[src/rtl/pwm_pkg.sv]
// Shared types and saturating arithmetic for the PWM fade controller.
package pwm_pkg;

  typedef enum logic [2:0] {
    IDLE,
    RAMP_UP,
    HOLD_HIGH,
    RAMP_DOWN,
    HOLD_LOW
  } pwm_fade_state_e;

  function automatic int unsigned sat_add(input int unsigned a, input int unsigned b,
                                          input int unsigned max);
    int unsigned sum;
    sum = a + b;
    return (sum > max) ? max : sum;
  endfunction

  function automatic int unsigned sat_sub(input int unsigned a, input int unsigned b);
    return (a > b) ? (a - b) : 0;
  endfunction

  // A zero step would stall the ramp forever, so it is promoted to 1.
  function automatic int unsigned clamp_step(input int unsigned s, input int unsigned max);
    if (s == 0) return 1;
    if (s > max) return max;
    return s;
  endfunction

endpackage

[src/rtl/pwm_period_timer.sv]
// Free-running PWM period counter; period_end flags the final clock of each period.
module pwm_period_timer #(
  parameter int unsigned PERIOD = 1000
) (
  input  logic                        clk,
  input  logic                        rst_n,
  input  logic                        en,
  output logic [$clog2(PERIOD)-1:0]   cnt,
  output logic                        period_end
);

  localparam int unsigned CW = $clog2(PERIOD);
  localparam logic [CW-1:0] LAST = CW'(PERIOD - 1);

  logic [CW-1:0] cnt_q, cnt_d;

  always_comb begin
    cnt_d = cnt_q + 1'b1;
    if (!en || cnt_q == LAST) cnt_d = '0;
  end

  always_ff @(posedge clk) begin
    if (!rst_n) cnt_q <= '0;
    else        cnt_q <= cnt_d;
  end

  assign cnt        = cnt_q;
  assign period_end = en && (cnt_q == LAST);

endmodule

[src/rtl/pwm_fade_ctrl.sv]
// Multi-channel LED fader: ramps a shared PWM duty up and down with holds at
// each extreme; step and channel mask are reconfigured via a shadow handshake.
module pwm_fade_ctrl
  import pwm_pkg::*;
#(
  parameter int unsigned PERIOD       = 1000,
  parameter int unsigned CHANNELS     = 16,
  parameter int unsigned DEFAULT_STEP = 10,
  parameter int unsigned HOLD         = 100
) (
  input  logic                          clk,
  input  logic                          rst_n,
  input  logic                          en,
  input  logic                          cfg_valid,
  output logic                          cfg_ready,
  input  logic [$clog2(PERIOD+1)-1:0]   cfg_step,
  input  logic [CHANNELS-1:0]           cfg_mask,
  output logic [CHANNELS-1:0]           led,
  output logic [$clog2(PERIOD+1)-1:0]   duty,
  output logic                          period_end,
  output logic                          busy
);

  localparam int unsigned W  = $clog2(PERIOD + 1);
  localparam int unsigned CW = $clog2(PERIOD);
  localparam int unsigned HW = (HOLD > 1) ? $clog2(HOLD) : 1;
  localparam logic [W-1:0]  PERIOD_W   = W'(PERIOD);
  localparam logic [W-1:0]  DEF_STEP_W = W'(clamp_step(DEFAULT_STEP, PERIOD));
  localparam logic [HW-1:0] HOLD_LAST  = HW'(HOLD - 1);

  logic [CW-1:0] cnt;

  pwm_fade_state_e       state_q, state_d;
  logic [W-1:0]          duty_q, duty_d;
  logic [HW-1:0]         hold_cnt_q, hold_cnt_d;
  logic [CHANNELS-1:0]   led_q, led_d;
  logic [W-1:0]          step_q, step_d, shd_step_q, shd_step_d;
  logic [CHANNELS-1:0]   mask_q, mask_d, shd_mask_q, shd_mask_d;
  logic                  pend_q, pend_d;
  logic                  cfg_ready_q, cfg_ready_d;
  logic                  accept, apply;
  logic [W-1:0]          step_eff;

  pwm_period_timer #(.PERIOD(PERIOD)) u_timer (
    .clk        (clk),
    .rst_n      (rst_n),
    .en         (en),
    .cnt        (cnt),
    .period_end (period_end)
  );

  always_comb begin
    state_d     = state_q;
    duty_d      = duty_q;
    hold_cnt_d  = hold_cnt_q;
    step_d      = step_q;
    mask_d      = mask_q;
    shd_step_d  = shd_step_q;
    shd_mask_d  = shd_mask_q;
    pend_d      = pend_q;
    led_d       = (W'(cnt) < duty_q) ? mask_q : '0;

    accept   = cfg_valid && cfg_ready_q;
    // pend_q is only visible the cycle after accept, so a boundary coincident
    // with accept still uses the old step; the applying boundary uses the new one.
    apply    = pend_q && (period_end || state_q == IDLE);
    step_eff = apply ? shd_step_q : step_q;

    if (accept) begin
      shd_step_d = W'(clamp_step(32'(cfg_step), PERIOD));
      shd_mask_d = cfg_mask;
      pend_d     = 1'b1;
    end
    if (apply) begin
      step_d = shd_step_q;
      mask_d = shd_mask_q;
      pend_d = 1'b0;
    end
    cfg_ready_d = !pend_d;

    if (!en) begin
      state_d    = IDLE;
      duty_d     = '0;
      hold_cnt_d = '0;
      led_d      = '0;
    end else begin
      unique case (state_q)
        IDLE: begin
          state_d    = RAMP_UP;
          duty_d     = '0;
          hold_cnt_d = '0;
          led_d      = '0;
        end
        RAMP_UP: if (period_end) begin
          duty_d = W'(sat_add(32'(duty_q), 32'(step_eff), PERIOD));
          if (duty_d == PERIOD_W) begin
            state_d    = HOLD_HIGH;
            hold_cnt_d = '0;
          end
        end
        HOLD_HIGH, HOLD_LOW: if (period_end) begin
          if (hold_cnt_q == HOLD_LAST) begin
            hold_cnt_d = '0;
            state_d    = (state_q == HOLD_HIGH) ? RAMP_DOWN : RAMP_UP;
          end else begin
            hold_cnt_d = hold_cnt_q + 1'b1;
          end
        end
        RAMP_DOWN: if (period_end) begin
          duty_d = W'(sat_sub(32'(duty_q), 32'(step_eff)));
          if (duty_d == '0) begin
            state_d    = HOLD_LOW;
            hold_cnt_d = '0;
          end
        end
        default: state_d = IDLE;
      endcase
    end
  end

  always_ff @(posedge clk) begin
    if (!rst_n) begin
      state_q     <= IDLE;
      duty_q      <= '0;
      hold_cnt_q  <= '0;
      led_q       <= '0;
      step_q      <= DEF_STEP_W;
      mask_q      <= '1;
      shd_step_q  <= DEF_STEP_W;
      shd_mask_q  <= '1;
      pend_q      <= 1'b0;
      cfg_ready_q <= 1'b0;
    end else begin
      state_q     <= state_d;
      duty_q      <= duty_d;
      hold_cnt_q  <= hold_cnt_d;
      led_q       <= led_d;
      step_q      <= step_d;
      mask_q      <= mask_d;
      shd_step_q  <= shd_step_d;
      shd_mask_q  <= shd_mask_d;
      pend_q      <= pend_d;
      cfg_ready_q <= cfg_ready_d;
    end
  end

  assign led       = led_q;
  assign duty      = duty_q;
  assign cfg_ready = cfg_ready_q;
  assign busy      = (state_q != IDLE);

endmodule

[config.mk]
export PLATFORM = sky130hd
export DESIGN_NAME = pwm_fade_ctrl
export DESIGN_NICKNAME = d
export VERILOG_FILES = /design/src/rtl/pwm_pkg.sv /design/src/rtl/pwm_period_timer.sv /design/src/rtl/pwm_fade_ctrl.sv
export SDC_FILE = /design/constraint.sdc
export NUM_CORES = 1
export LEC_CHECK = 0
export ABC_AREA = 1
export BUFFER_PORTS_ARGS = -buffer_cell sky130_fd_sc_hd__buf_2
export CAP_MARGIN = 10
export CORE_ASPECT_RATIO = 0.9
export CORE_MARGIN = 8
export CORE_UTILIZATION = 40
export DETAILED_ROUTE_END_ITERATION = 16
export GPL_ROUTABILITY_DRIVEN = 0
export PLACE_DENSITY = 0.64
export SYNTH_ARGS = -nofsm -noshare
export SYNTH_HDL_FRONTEND = slang
export SYNTH_HIERARCHICAL = 1
export SYNTH_SLANG_ARGS = --single-unit
[constraint.sdc]
create_clock -name clk -period 3.73 [get_ports clk]
set_input_delay 0.1865 -clock clk [delete_from_list [all_inputs] [get_ports clk]]
set_output_delay 0.1865 -clock clk [all_outputs]
set_load 0.02 [all_outputs]
After elaboration in Yosys (flattened, before gate mapping) --
Index checks and enable logic that the tools add are counted. W data, S select, Z words.
Operators by class: $add $sub $neg 4, multipliers 0, div/mod/pow operators 0, order comparisons 4, equal/unequal tests 13, shifts and indexed selects 0, multiplexer cells 32, bitwise gates (word level) 3, reduce and logical (&&, ||, !) cells 20
Operator list (number):
- $mux W10 | 8
- $mux W7 | 6
- $pmux W10 S3 | 1
- $pmux W7 S4 | 1
- $eq A10 B10 Y1 const B | 2
- $logic_not A10 Y1 | 2
- $mux W3 | 6
- $ne A2 B2 Y1 const B | 6
- $pmux W3 S4 | 1
- $reduce_and A6 Y1 | 2
- $add A10 B10 Y11 | 1
- $gt A11 B10 Y1 const B | 1
- $add A10 B1 Y10 const B | 1
- $gt A10 B10 Y1 | 1
- $gt A10 B10 Y1 const B | 1
- $lt A10 B10 Y1 | 1
- $sub A10 B10 Y10 | 1
- $mux W1 | 8
- $add A7 B1 Y7 const B | 1
- $eq A7 B7 Y1 const B | 1
- $eq A3 B2 Y1 const B | 2
- $reduce_bool A3 Y1 | 2
- $reduce_bool A4 Y1 | 1
- $reduce_or A2 Y1 | 2
- other kinds (11) | 17
Storage, ports and cells: register bits after elaboration 100, latch bits 0, RAM bits 0, bits in read-only memories 0, bits of input ports 30, word-level logic and storage cells 87, memories kept 0

Longest topological paths before layout --
Gate-level depths: netlist of run 1.
depth in word-level cells 12, gate-level depth with buffers 31

Cells and area by module --
The synthesis of run 1 kept the hierarchy.
By module, submodules not included:
- pwm_fade_ctrl | times used 1, cells each 780, area an instance 5242.5 um^2
- pwm_period_timer | times used 1, cells each 65, area an instance 510.5 um^2

Worst setup path before layout of run 1 --
No wires, ideal clock.
path type register to register, from register u_timer.cnt_q[0] (netlist: u_timer/cnt[0]), to register hold_cnt_q[5], setup time 0.113 ns, arrival 3.984 ns, path slack -0.367 ns, cell stages (with the launch flop) 29, buffers on the path 2, clock period less this slack 4.097 ns, cells stage by stage dfxtp_1 > ha_1 > inv_1 > nor2_1 > nand3_2 > nor2_1 > inv_1 > a21oi_2 > inv_1 > clkbuf_1 > nand2_1 > o21ai_0 > ha_1 > fa_1 > nand3_1 > nand3_1 > nand3_1 > nand2_1 > nand2_1 > nand2_1 > nor2_1 > nand3_1 > nand3_1 > nand2_1 > inv_1 > nand3_4 > buf_6 > nor2_1 > nor2_1
Between the ends: word-level cells in the longest chain between the ends 11, elaborated cells between the ends (all ways) 19, those cells by class 2 x add/sub; 2 x order compare; 7 x eq/ne; 3 x mux; 5 x reduce/logical
Ends and longest elaborated chain:
- from (decl) | line pwm_period_timer.sv:15 | logic [CW-1:0] cnt_q, cnt_d;
- from (signal assigned) | line pwm_period_timer.sv:24 | else cnt_q <= cnt_d;
- $eq A10 B10 Y1 * | line pwm_period_timer.sv:28 | assign period_end = en && (cnt_q == LAST);
- $logic_and A1 B1 Y1 * | line pwm_period_timer.sv:28
- via period_end | line pwm_fade_ctrl.sv:20 | output logic period_end,
- $logic_or A1 B1 Y1 | line pwm_fade_ctrl.sv:66 | apply = pend_q && (period_end || state_q == IDLE);
- $logic_and A1 B1 Y1 | line pwm_fade_ctrl.sv:66
- $mux W10
- $add A10 B10 Y11 | line pwm_pkg.sv:15 | sum = a + b;
- $gt A11 B10 Y1 | line pwm_pkg.sv:16 | return (sum > max) ? max : sum;
- $mux W10 | line pwm_pkg.sv:16
- $eq A10 B10 Y1 | line pwm_fade_ctrl.sv:96 | if (duty_d == PERIOD_W) begin
- $ne A2 B2 Y1 (no source line)
- $reduce_and A6 Y1 (no source line) *
- to (signal assigned) | line pwm_fade_ctrl.sv:136 | hold_cnt_q <= hold_cnt_d;
- to (decl) | line pwm_fade_ctrl.sv:35 | logic [HW-1:0] hold_cnt_q, hold_cnt_d;
The timed path passes the listed nets; every way through them passes the cells marked *. A chain may end at the register's enable or synchronous reset.

Worst setup path after layout of run 1 --
from register u_timer.cnt_q[0] (netlist: u_timer/cnt[0]), to register hold_cnt_q[6]
Between the ends: word-level cells in the longest chain between the ends 11, elaborated cells between the ends (all ways) 19, those cells by class 2 x add/sub; 2 x order compare; 7 x eq/ne; 3 x mux; 5 x reduce/logical
Ends and longest elaborated chain (line):
- $eq A10 B10 Y1 * | pwm_period_timer.sv:28
- $logic_and A1 B1 Y1 * | pwm_period_timer.sv:28
- $logic_or A1 B1 Y1 | pwm_fade_ctrl.sv:66
- $logic_and A1 B1 Y1 | pwm_fade_ctrl.sv:66
- $mux W10
- $add A10 B10 Y11 | pwm_pkg.sv:15
- $gt A11 B10 Y1 | pwm_pkg.sv:16
- $mux W10 | pwm_pkg.sv:16
- $eq A10 B10 Y1 | pwm_fade_ctrl.sv:96
- $ne A2 B2 Y1 (no source line)
- $reduce_and A6 Y1 (no source line) *
Mark *: on every way between the ends. The rest lies on a longest branch, timed or not.

==> key figures, run 1 <==
Run status
  – Result of the run: finished clean

Die
  – Full die area: 18,500 sq um
  – Starting density of the core: 0.409
  – Placement row count: 41
  – Y dimension of the die: 130 um
  – CORE AREA: 14,100 sq um
  – Count of pins on the block boundary: 59
  – Die span in x: 142 um

Layout
  – Multi-input logic area: 3460 sq um
  – Register area: 2010 sq um
  – Share of final-layout standard cells stronger than drive strength 1: 0.225
  – Final instance area: 7140 sq um
  – Number of inserted diodes: 0
  – Most common cell after layout, fill and taps aside: nand2_1
  – Total of fill cells in the finished design: 1,388
  – Nets: 1,000
  – Top library cells by usage in the layout, fill and taps aside: nand2_1 (228), inv_1 (122), dfxtp_1 (97), nor2_1 (85), buf_2 (59)
  – Layout-stage area growth over the synthesis result: 24.0%

Worst setup path
  – Top cell family by delay on the critical path: simple AND/OR/NAND/NOR gates
  – Category of the worst setup path capture point: register
  – Cell with the largest stage delay on the worst path: dfxtp_2
  – Worst Path Required: 3.98 ns
  – WS Path Type: reg -> reg
  – Data arrival time of the critical path: 3.77 ns
  – Nature of the critical path startpoint: register
  – Maximum fanout along the worst path: 7
  – Crit path buffers/inverters: 6
  – Worst path max stage delay: 0.33 ns

Global route
  – First-pass GRT wire length: 24,500 um
  – Number of global-route vias before repair: 4,951
  – Maximum number of pins on one net before global-route repair: 38
  – Global routing usage summed across all routing layers: 0.165
  – GR Overflow Total: 0
  – Antenna violations before repair: 0

STA
  – Post-Route Skew: 0.00885 ns
  – Relative slew margins: 0.457
  – Total setup violations reported at the end of the flow: 0
  – Setup Total Neg Slack: 0 ns
  – Tcrit/Tclk final: 0.943
  – Final Hold Violating Endpoints: 0
  – Peak clock frequency supported by timing: 0.284 GHz
  – Number of max-slew violations in the final report: 0
  – Clock period minus final worst setup slack: 3.52 ns
  – Transition time at the pin with the least slew margin: 0.812 ns

Route
  – Pre-antenna DRT Iters: 5
  – Vias per std cell: 4.82
  – Post-Route WL: 15,200 um
  – Detailed router's first-iteration violation count: 335
  – Avg WL per Cell: 13.5 um
  – Via count: 5,442
  – Remaining number of nets flagged by the antenna check after routing: 0
  – Drc violations: 0

Yosys
  – Sequential share of the synthesized area: 0.348
  – Count of mapped cells out of synthesis: 845
  – Post-Syn Nets: 913
  – Number of distinct library cells after synthesis: 42
  – Mapped Area: 5750 sq um
  – Number of register bits inferred by synthesis: 100
  – Average instance area after synthesis: 6.81 sq um
  – Count of warnings emitted by yosys: 6

Clocking
  – Post-CTS Hold Buffers: 0
  – H-tree levels: 3
  – Clock root buffer: clkbuf_16
  – Post-CTS clock slew at the launch and capture registers of the worst setup and hold paths: 0.07 ns
  – Clock insertion delay at the later pin of the skew report: 0.35 ns
  – Clock tree from TritonCTS: yes
  – Number of buffers created by CTS: 9
  – Clock Tree Buf Depth: 2
  – Clock sinks: 100

Placed design
  – Placed cell area: 6360 sq um
  – Half-perimeter wire length after detailed placement: 10,900 um
  – Port buffer count: 58

Power
  – VDD IR max: 0.301 mV
  – Power per unit of standard cell area: 574 nW/um^2
  – Leakage power figure: 0.00344 uW

Flow run
  – Number of violations of the max-capacitance limit: 0

Worst hold path
  – Hold Crit Class: in -> reg
==> power by group <==
group	switching, uW	internal, uW	leakage (uW)
combinational	1200	687	0.00248
clock	431	464	0.000144
sequential	103	1210	0.000816
==> through the flow <==
step	worst slack, ns	total power (uW)	utilization	hold slack [ns]	instances
finish	0.212	4090	0.508	0.0321	1130
global route	-0.0751	4410	0.508	0.0387	1130
CTS	0.0205	3890	0.479	0.0206	1119
detailed placement	-0.0377	2900	0.452	0.388	1097
global placement	0.00817	2890	0.452	0.384	1097
floorplan	0.0197	2560	-	0.300	845
==> layer usage <==
metal / track usage / wire [um]
met1: 0.233 / 7590
met2: 0.248 / 6580
met3: 0.0369 / 928
met4: 0.0387 / 129
met5: 0 / 0
==> cells by family after synthesis <==
kind of cell / after synthesis / synth area share
AO/OA/AOI/OAI: 97 / 0.102
XOR/XNOR: 11 / 0.0167
adder cells (fa/ha/maj): 38 / 0.0853
buffers and inverters: 158 / 0.112
flip-flops: 100 / 0.348
AND/OR/NAND/NOR: 441 / 0.336
==> Yosys cell counts (all sizes together) <==
master,count,area [sq um]
nand4,14,103
clkinv,3,11.3
a31oi,3,18.8
o21bai,2,15.0
nand3b,5,37.5
nand3,62,348
o21a,1,7.51
ha,36,450
nor2,106,433
fa,2,40.0
o211ai,18,135
o21ai,25,125
nand2,243,942
nor3,6,35.0
a21oi,45,259
xnor2,6,52.6
dfxtp,100,2000
a221oi,1,8.76
clkbuf,18,77.6
o41ai,1,8.76
xor2,5,43.8
or2,3,21.3
nor4,2,12.5
inv,130,493
buf,7,65.1
a211oi,1,7.51
==> sequential cells by signal, indices dropped and copies added, names as in the netlist <==
signal and flops:
shd_step_q 10, pend_q 1, u_timer/cnt 10, shd_mask_q 16
duty 10, cfg_ready 1, led 16, hold_cnt_q 7
state_q 3, mask_q 16, step_q 10
==> final cells by class <==
class	instances	share of cell area
Clock buffer	9	0.0316
Clock inverter	7	0.00894
Inverter	133	0.0719
Multi-Input combinational cell	588	0.484
Sequential cell	100	0.281
Tap cell	193	0.0338
Timing Repair Buffer	97	0.0850
Timing Repair inverter	3	0.00316
==> worst register-to-register path, delay by kind of cell, from the launching register on <==
kind,cells,cell delay (ns)
adder cells (fa/ha/maj),2,0.49
buffers and inverters,6,0.60
AND/OR/NAND/NOR,16,1.63
flip-flops,1,0.33
AO/OA/AOI/OAI,3,0.37
==> timing repair <==
item                                    CTS  global route
gates cloned                              4             0
setup buffers                             2            11
endpoints found under the setup margin   10            20
pin swaps                                 3            19
hold endpoints to repair                  0             0
resized for setup                        13            74
==> path summary, 6_finish.rpt <==
check            startpoint             to  slack, ns  depth (start not counted)
max          u_timer/cnt[0]  hold_cnt_q[6]       0.21                         27
min             cfg_mask[5]  shd_mask_q[5]       0.03                          3
max reg2reg  u_timer/cnt[0]  hold_cnt_q[6]       0.21                         27
min reg2reg       mask_q[3]         led[3]       0.44                          2
Power figures use the tool's default switching activity.
==> run 2: changes to the inputs <==
Settings changed: HOLD_SLACK_MARGIN set to 0.12.
==> run 2 against run 1 <==
Net effect:
- global-route usage rose by 0.40 points
- setup slack got worse by 0.010 ns
- critical path depth rose by 1
- routed wire length rose by 1.8%
- fmax fell by 0.28%
- sequential power barely moved
- cell count rose by 1.9%
==> key figures, run 2 (synthesis gave the netlist of run 1 again) <==
Run status
  – Result of the run: finished clean

Clocking
  – Clock sinks: 100
  – Clock Tree Buf Depth: 2
  – Post-CTS clock slew at the launch and capture registers of the worst setup and hold paths: 0.07 ns
  – Clock root buffer: clkbuf_16
  – Clock tree from TritonCTS: yes
  – Number of buffers created by CTS: 9
  – H-tree levels: 3
  – Clock insertion delay at the later pin of the skew report: 0.35 ns

Die
  – Y dimension of the die: 130 um
  – Full die area: 18,500 sq um
  – CORE AREA: 14,100 sq um
  – Die span in x: 142 um
  – Count of pins on the block boundary: 59
  – Starting density of the core: 0.409
  – Placement row count: 41

Worst setup path
  – Cells on worst reg2reg path: 28
  – Nature of the critical path startpoint: register
  – Data arrival time of the critical path: 3.81 ns
  – Maximum fanout along the worst path: 5
  – Critical Path Most Common Cell: nand2_1
  – Cell with the largest stage delay on the worst path: fa_2
  – Top cell family by delay on the critical path: simple AND/OR/NAND/NOR gates
  – Crit path buffers/inverters: 6
  – WS Path Type: reg -> reg
  – Worst reg2reg setup slack: 0.20 ns
  – Worst R2R End: state_q[0]
  – Launch instance of the worst register-to-register path: u_timer/cnt[0]
  – Worst Path Required: 4.01 ns
  – Worst path max stage delay: 0.35 ns
  – Category of the worst setup path capture point: register

Global route
  – Number of global-route vias before repair: 5,094
  – First-pass GRT wire length: 25,100 um
  – Antenna violations before repair: 0
  – Global routing usage summed across all routing layers: 0.169
  – Maximum number of pins on one net before global-route repair: 38
  – GR Overflow Total: 0

Flow run
  – Number of violations of the max-capacitance limit: 0

Route
  – Detailed router's first-iteration violation count: 420
  – Vias per std cell: 4.83
  – Avg WL per Cell: 13.5 um
  – Remaining number of nets flagged by the antenna check after routing: 0
  – Drc violations: 0
  – Post-Route WL: 15,500 um
  – Pre-antenna DRT Iters: 5
  – Via count: 5,560

STA
  – Transition time at the pin with the least slew margin: 0.819 ns
  – Number of max-slew violations in the final report: 0
  – Relative slew margins: 0.452
  – Final Hold Violating Endpoints: 0
  – Tcrit/Tclk final: 0.946
  – Peak clock frequency supported by timing: 0.283 GHz
  – Post-Route Skew: 0.00908 ns
  – Clock period minus final worst setup slack: 3.53 ns
  – Total setup violations reported at the end of the flow: 0

Layout
  – Final instance area: 7350 sq um
  – Non-filler instance count after layout: 1,151
  – Number of inserted diodes: 0
  – Most common cell after layout, fill and taps aside: nand2_1
  – Layout-stage area growth over the synthesis result: 27.7%
  – Nets: 1,021
  – Share of final-layout standard cells stronger than drive strength 1: 0.220
  – Top library cells by usage in the layout, fill and taps aside: nand2_1 (228), inv_1 (122), dfxtp_1 (97), nor2_1 (85), buf_2 (59)

Worst hold path
  – Hold Path Depth: 3
  – Hold-critical path endpoint: shd_step_q[2]
  – Hold Crit Class: in -> reg
  – Hold path start: cfg_step[2]

Placed design
  – Instance count after placement with tap cells included: 1,097
  – Placed cell area: 6360 sq um
  – Half-perimeter wire length after detailed placement: 10,900 um
  – Port buffer count: 58

Power
  – VDD IR max: 0.305 mV
  – Power per unit of standard cell area: 560 nW/um^2
  – Leakage power figure: 0.00352 uW
==> run 2: changes by cell type in the layout (fill, tap and decap cells not counted), sizes merged <==
cell	delta
dlygate4sd3	+21
==> run 2: how the worst max path moves through the flow <==
stage | start | endpoint | slack [ns] | cells after the start
finish | u_timer/cnt[0] | state_q[0] | 0.20 | 28
global placement | u_timer/cnt[0] | state_q[2] | 0.008 | 24
CTS | u_timer/cnt[0] | state_q[0] | 0.02 | 28
detailed placement | u_timer/cnt[0] | state_q[0] | -0.04 | 27
floorplan | u_timer/cnt[0] | hold_cnt_q[5] | 0.02 | 28
global route | u_timer/cnt[0] | hold_cnt_q[5] | -0.08 | 27
==> run 2: timing repair <==
item | 4_1_cts | 5_1_grt
pin swaps | 3 | 19
endpoints found under the hold margin | 21 | 0
gates cloned | 4 | 0
setup buffers | 2 | 11
gates resized for setup | 13 | 74
hold buffers | 21 | 0
setup endpoints to repair | 10 | 20
==> run 2: final cells by class <==
class	instances	area [sq um]
Multi-Input combinational cell	588	3460
Timing Repair inverter	3	22.5
Clock inverter	7	63.8
Fill cell	1357	6710
Timing Repair Buffer	118	817
Sequential cell	100	2010
Inverter	133	513
Tap cell	193	241
Clock buffer	9	225
==> run 2: through the flow <==
| stage | hold WS, ns | total power [uW] | utilization | setup TNS [ns] | setup slack, ns |
|---|---|---|---|---|---|
| floorplan | 0.300 | 2560 | - | 0 | 0.0197 |
| global placement | 0.384 | 2890 | 0.452 | 0 | 0.00817 |
| detailed placement | 0.388 | 2900 | 0.452 | -0.216 | -0.0377 |
| CTS | 0.126 | 3910 | 0.494 | 0 | 0.0205 |
| global route | 0.134 | 4430 | 0.523 | -0.540 | -0.0751 |
| finish | 0.135 | 4110 | 0.523 | 0 | 0.202 |
==> run 2: power breakdown <==
part           total [uW]  switching, uW  leakage [uW]  internal (uW)
clock network         895            431      0.000144            464
logic                1900           1200       0.00256            701
registers            1320            103      0.000816           1210
==> run 2: tightest hold or removal path: cells and delay by family <==
family,cells,cell delay (ns)
compound gates,1,0.05
buf+inv,1,0.12
simple gates,1,0.07
==> run 2: routing by layer <==
metal | track usage | wire length (um)
met1 | 0.233 | 7430
met2 | 0.262 | 6850
met3 | 0.0369 | 1070
met4 | 0.0406 | 147
met5 | 0 | 0
==> run 3: changes to the inputs <==
Settings changed: CELL_PAD_IN_SITES_DETAIL_PLACEMENT set to 1, CELL_PAD_IN_SITES_GLOBAL_PLACEMENT set to 1, CORE_UTILIZATION 40 to 38, PLACE_DENSITY 0.64 to 0.8.
==> run 3 against run 2 <==
Net effect:
- the run now ends with negative setup slack left
- final area grew 3.4%
- hold slack gained 0.0054 ns
- count of clock-buffer cells in the layout grew 1
- register-to-register slack lost 0.36 ns
- routed wire length grew 30%
- clock power grew 6.7%
- first-iteration DRC count shrank 30%
- fmax shrank 9.2%
- setup slack lost 0.36 ns
- combinational power grew 9%
==> key figures, run 3 (synthesis gave the netlist of run 1 again) <==
Die
  – Starting density of the core: 0.390
  – Full die area: 19,300 sq um
  – Count of pins on the block boundary: 59
  – Placement row count: 42
  – CORE AREA: 14,800 sq um
  – Y dimension of the die: 133 um
  – Die span in x: 146 um

Worst setup path
  – Category of the worst setup path capture point: register
  – Crit. Startpoint: u_timer/cnt[0]
  – WS Path Type: reg -> reg
  – Maximum fanout along the worst path: 7
  – Data arrival time of the critical path: 4.14 ns
  – Worst Path Required: 3.99 ns
  – Launch instance of the worst register-to-register path: u_timer/cnt[0]
  – Cell with the largest stage delay on the worst path: dfxtp_2
  – Worst path depth: 25
  – Top cell family by delay on the critical path: simple AND/OR/NAND/NOR gates
  – Cells on worst reg2reg path: 25
  – Nature of the critical path startpoint: register
  – Crit path buffers/inverters: 5
  – Worst path max stage delay: 0.36 ns

Route
  – Avg WL per Cell: 17.2 um
  – Amount of wire on met3 after detailed routing: 872 um
  – Post-Route WL: 20,100 um
  – Met2 WL: 9890 um
  – Routed met1 length: 8960 um
  – Via count: 5,934
  – Drc violations: 0
  – Vias per std cell: 5.07
  – Pre-antenna DRT Iters: 6
  – Remaining number of nets flagged by the antenna check after routing: 0
  – Detailed router's first-iteration violation count: 293
  – Top layer in use: met4

Clocking
  – Clock sinks: 100
  – Clock insertion delay at the later pin of the skew report: 0.36 ns
  – H-tree levels: 3
  – Number of buffers created by CTS: 9
  – Clock root buffer: clkbuf_16
  – Post-CTS clock slew at the launch and capture registers of the worst setup and hold paths: 0.08 ns
  – Clock Tree Buf Depth: 2
  – Clock tree from TritonCTS: yes

Power
  – VDD IR max: 0.287 mV
  – Internal power of the cells: 2430 uW
  – Portion of total power attributed to sequential cells: 0.303
  – Portion of total power attributed to the clock network: 0.220
  – Leakage power figure: 0.00361 uW
  – Switching Power: 1910 uW
  – Total design power: 4350 uW
  – Power per unit of standard cell area: 572 nW/um^2
  – Switching part of the total: 0.440
  – Fraction of power consumed by combinational cells: 0.478

Placed design
  – Half-perimeter wire length after detailed placement: 13,000 um
  – Port buffer count: 58

Worst hold path
  – Hold path start: cfg_step[1]
  – Hold Crit Class: in -> reg
  – Hold Path Depth: 3

STA
  – Transition time at the pin with the least slew margin: 0.826 ns
  – Unrepaired setup endpoints after global routing: true
  – Final Hold Violating Endpoints: 0
  – Setup slack after layout: -0.154 ns
  – Clock period minus final worst setup slack: 3.88 ns
  – Relative slew margins: 0.447
  – Final hold slack: 0.140 ns
  – Total setup violations reported at the end of the flow: 10
  – Tcrit/Tclk final: 1.04
  – Number of max-slew violations in the final report: 0
  – Peak clock frequency supported by timing: 0.257 GHz
  – Post-Route Skew: 0.0132 ns

Global route
  – Maximum number of pins on one net before global-route repair: 38
  – GR Overflow Total: 0
  – Number of global-route vias before repair: 5,935
  – First-pass GRT wire length: 30,200 um
  – Global routing usage summed across all routing layers: 0.191
  – Antenna violations before repair: 1

Layout
  – Layout-stage area growth over the synthesis result: 32.0%
  – Multi-input logic area: 3580 sq um
  – Register area: 2010 sq um
  – Share of final-layout standard cells stronger than drive strength 1: 0.263
  – Nets: 1,035
  – Most common cell after layout, fill and taps aside: nand2_1
  – Total of fill cells in the finished design: 1,888
  – Top library cells by usage in the layout, fill and taps aside: nand2_1 (218), inv_1 (117), dfxtp_1 (97), nor2_1 (80), buf_2 (59)

Run status
  – Result of the run: finished, violations left
  – Violations in the final reports: negative setup slack

Flow run
  – Number of violations of the max-capacitance limit: 0
## run 3: metal layers
layer  vias to the layer above  track usage
li1                       2905            -
met1                      2888        0.240
met5                         -            0
met3                        26       0.0460
met2                       115        0.321
met4                         0       0.0468
## run 3: power by group through the flow
stage	Sequential [uW]	Combinational (uW)	Clock [uW]
final	1320	2080	955
after CTS	1310	1850	983
after floorplan	1350	1210	0
after detailed placement	1330	1710	0
after global placement	1330	1660	0
after global routing	1330	2290	1030
## run 3: worst reg2reg max path: stages (launching register included)
cell and delay [ns]:
dfxtp_2 0.36, ha_4 0.15, inv_2 0.04, nor2_2 0.08, nand3_2 0.10, nor2_4 0.13, inv_2 0.06, a21oi_4 0.21
buf_12 0.16, clkinvlp_4 0.16, o21ai_1 0.24, buf_4 0.21, ha_4 0.25, nor2_1 0.27, nand2_1 0.14, nand3b_1 0.24
nand3_4 0.16, nand2_4 0.10, nor2_2 0.18, nor2_2 0.05, nand3_2 0.08, nand2_4 0.10, nand3_4 0.15, nand2_1 0.08
nand2_1 0.06, nor2_1 0.04
## run 3: path summary, 6_finish.rpt
path	endpoint	slack (ns)
worst max-delay path	hold_cnt_q[4]	-0.15
worst min-delay path	shd_step_q[1]	0.14
worst max register to register	hold_cnt_q[4]	-0.15
worst min register to register	led[6]	0.44
## run 3: layout make-up
class | count | share of cell area
antenna | 1 | 0.000329
timing repair inverter | 3 | 0.00296
tap | 198 | 0.0326
clock buffer | 10 | 0.0315
inverter | 133 | 0.0675
multi-input combinational | 588 | 0.471
sequential | 100 | 0.264
timing repair buffer | 132 | 0.121
clock inverter | 6 | 0.00906
## run 3: what timing repair did
action | 4_1_cts | 5_1_grt
pin swaps | 7 | 31
hold buffers | 23 | 0
resized for setup | 36 | 92
setup endpoints to repair | 20 | 20
cloned | 4 | 0
setup buffers | 7 | 8
hold endpoints to repair | 23 | 0
## run 3: stage by stage
stage / cell area, sq um / setup slack (ns) / TNS [ns] / instances / utilization
finish: 7600 / -0.154 / -1.29 / 1171 / 0.514
global route: 7600 / -0.284 / -3.29 / 1171 / 0.514
CTS: 7230 / 0.0198 / 0 / 1163 / 0.489
detailed placement: 6450 / -0.189 / -2.08 / 1113 / 0.437
global placement: 6450 / -0.0329 / -0.0475 / 1113 / 0.437
floorplan: 5770 / 0.0197 / 0 / 845 / -
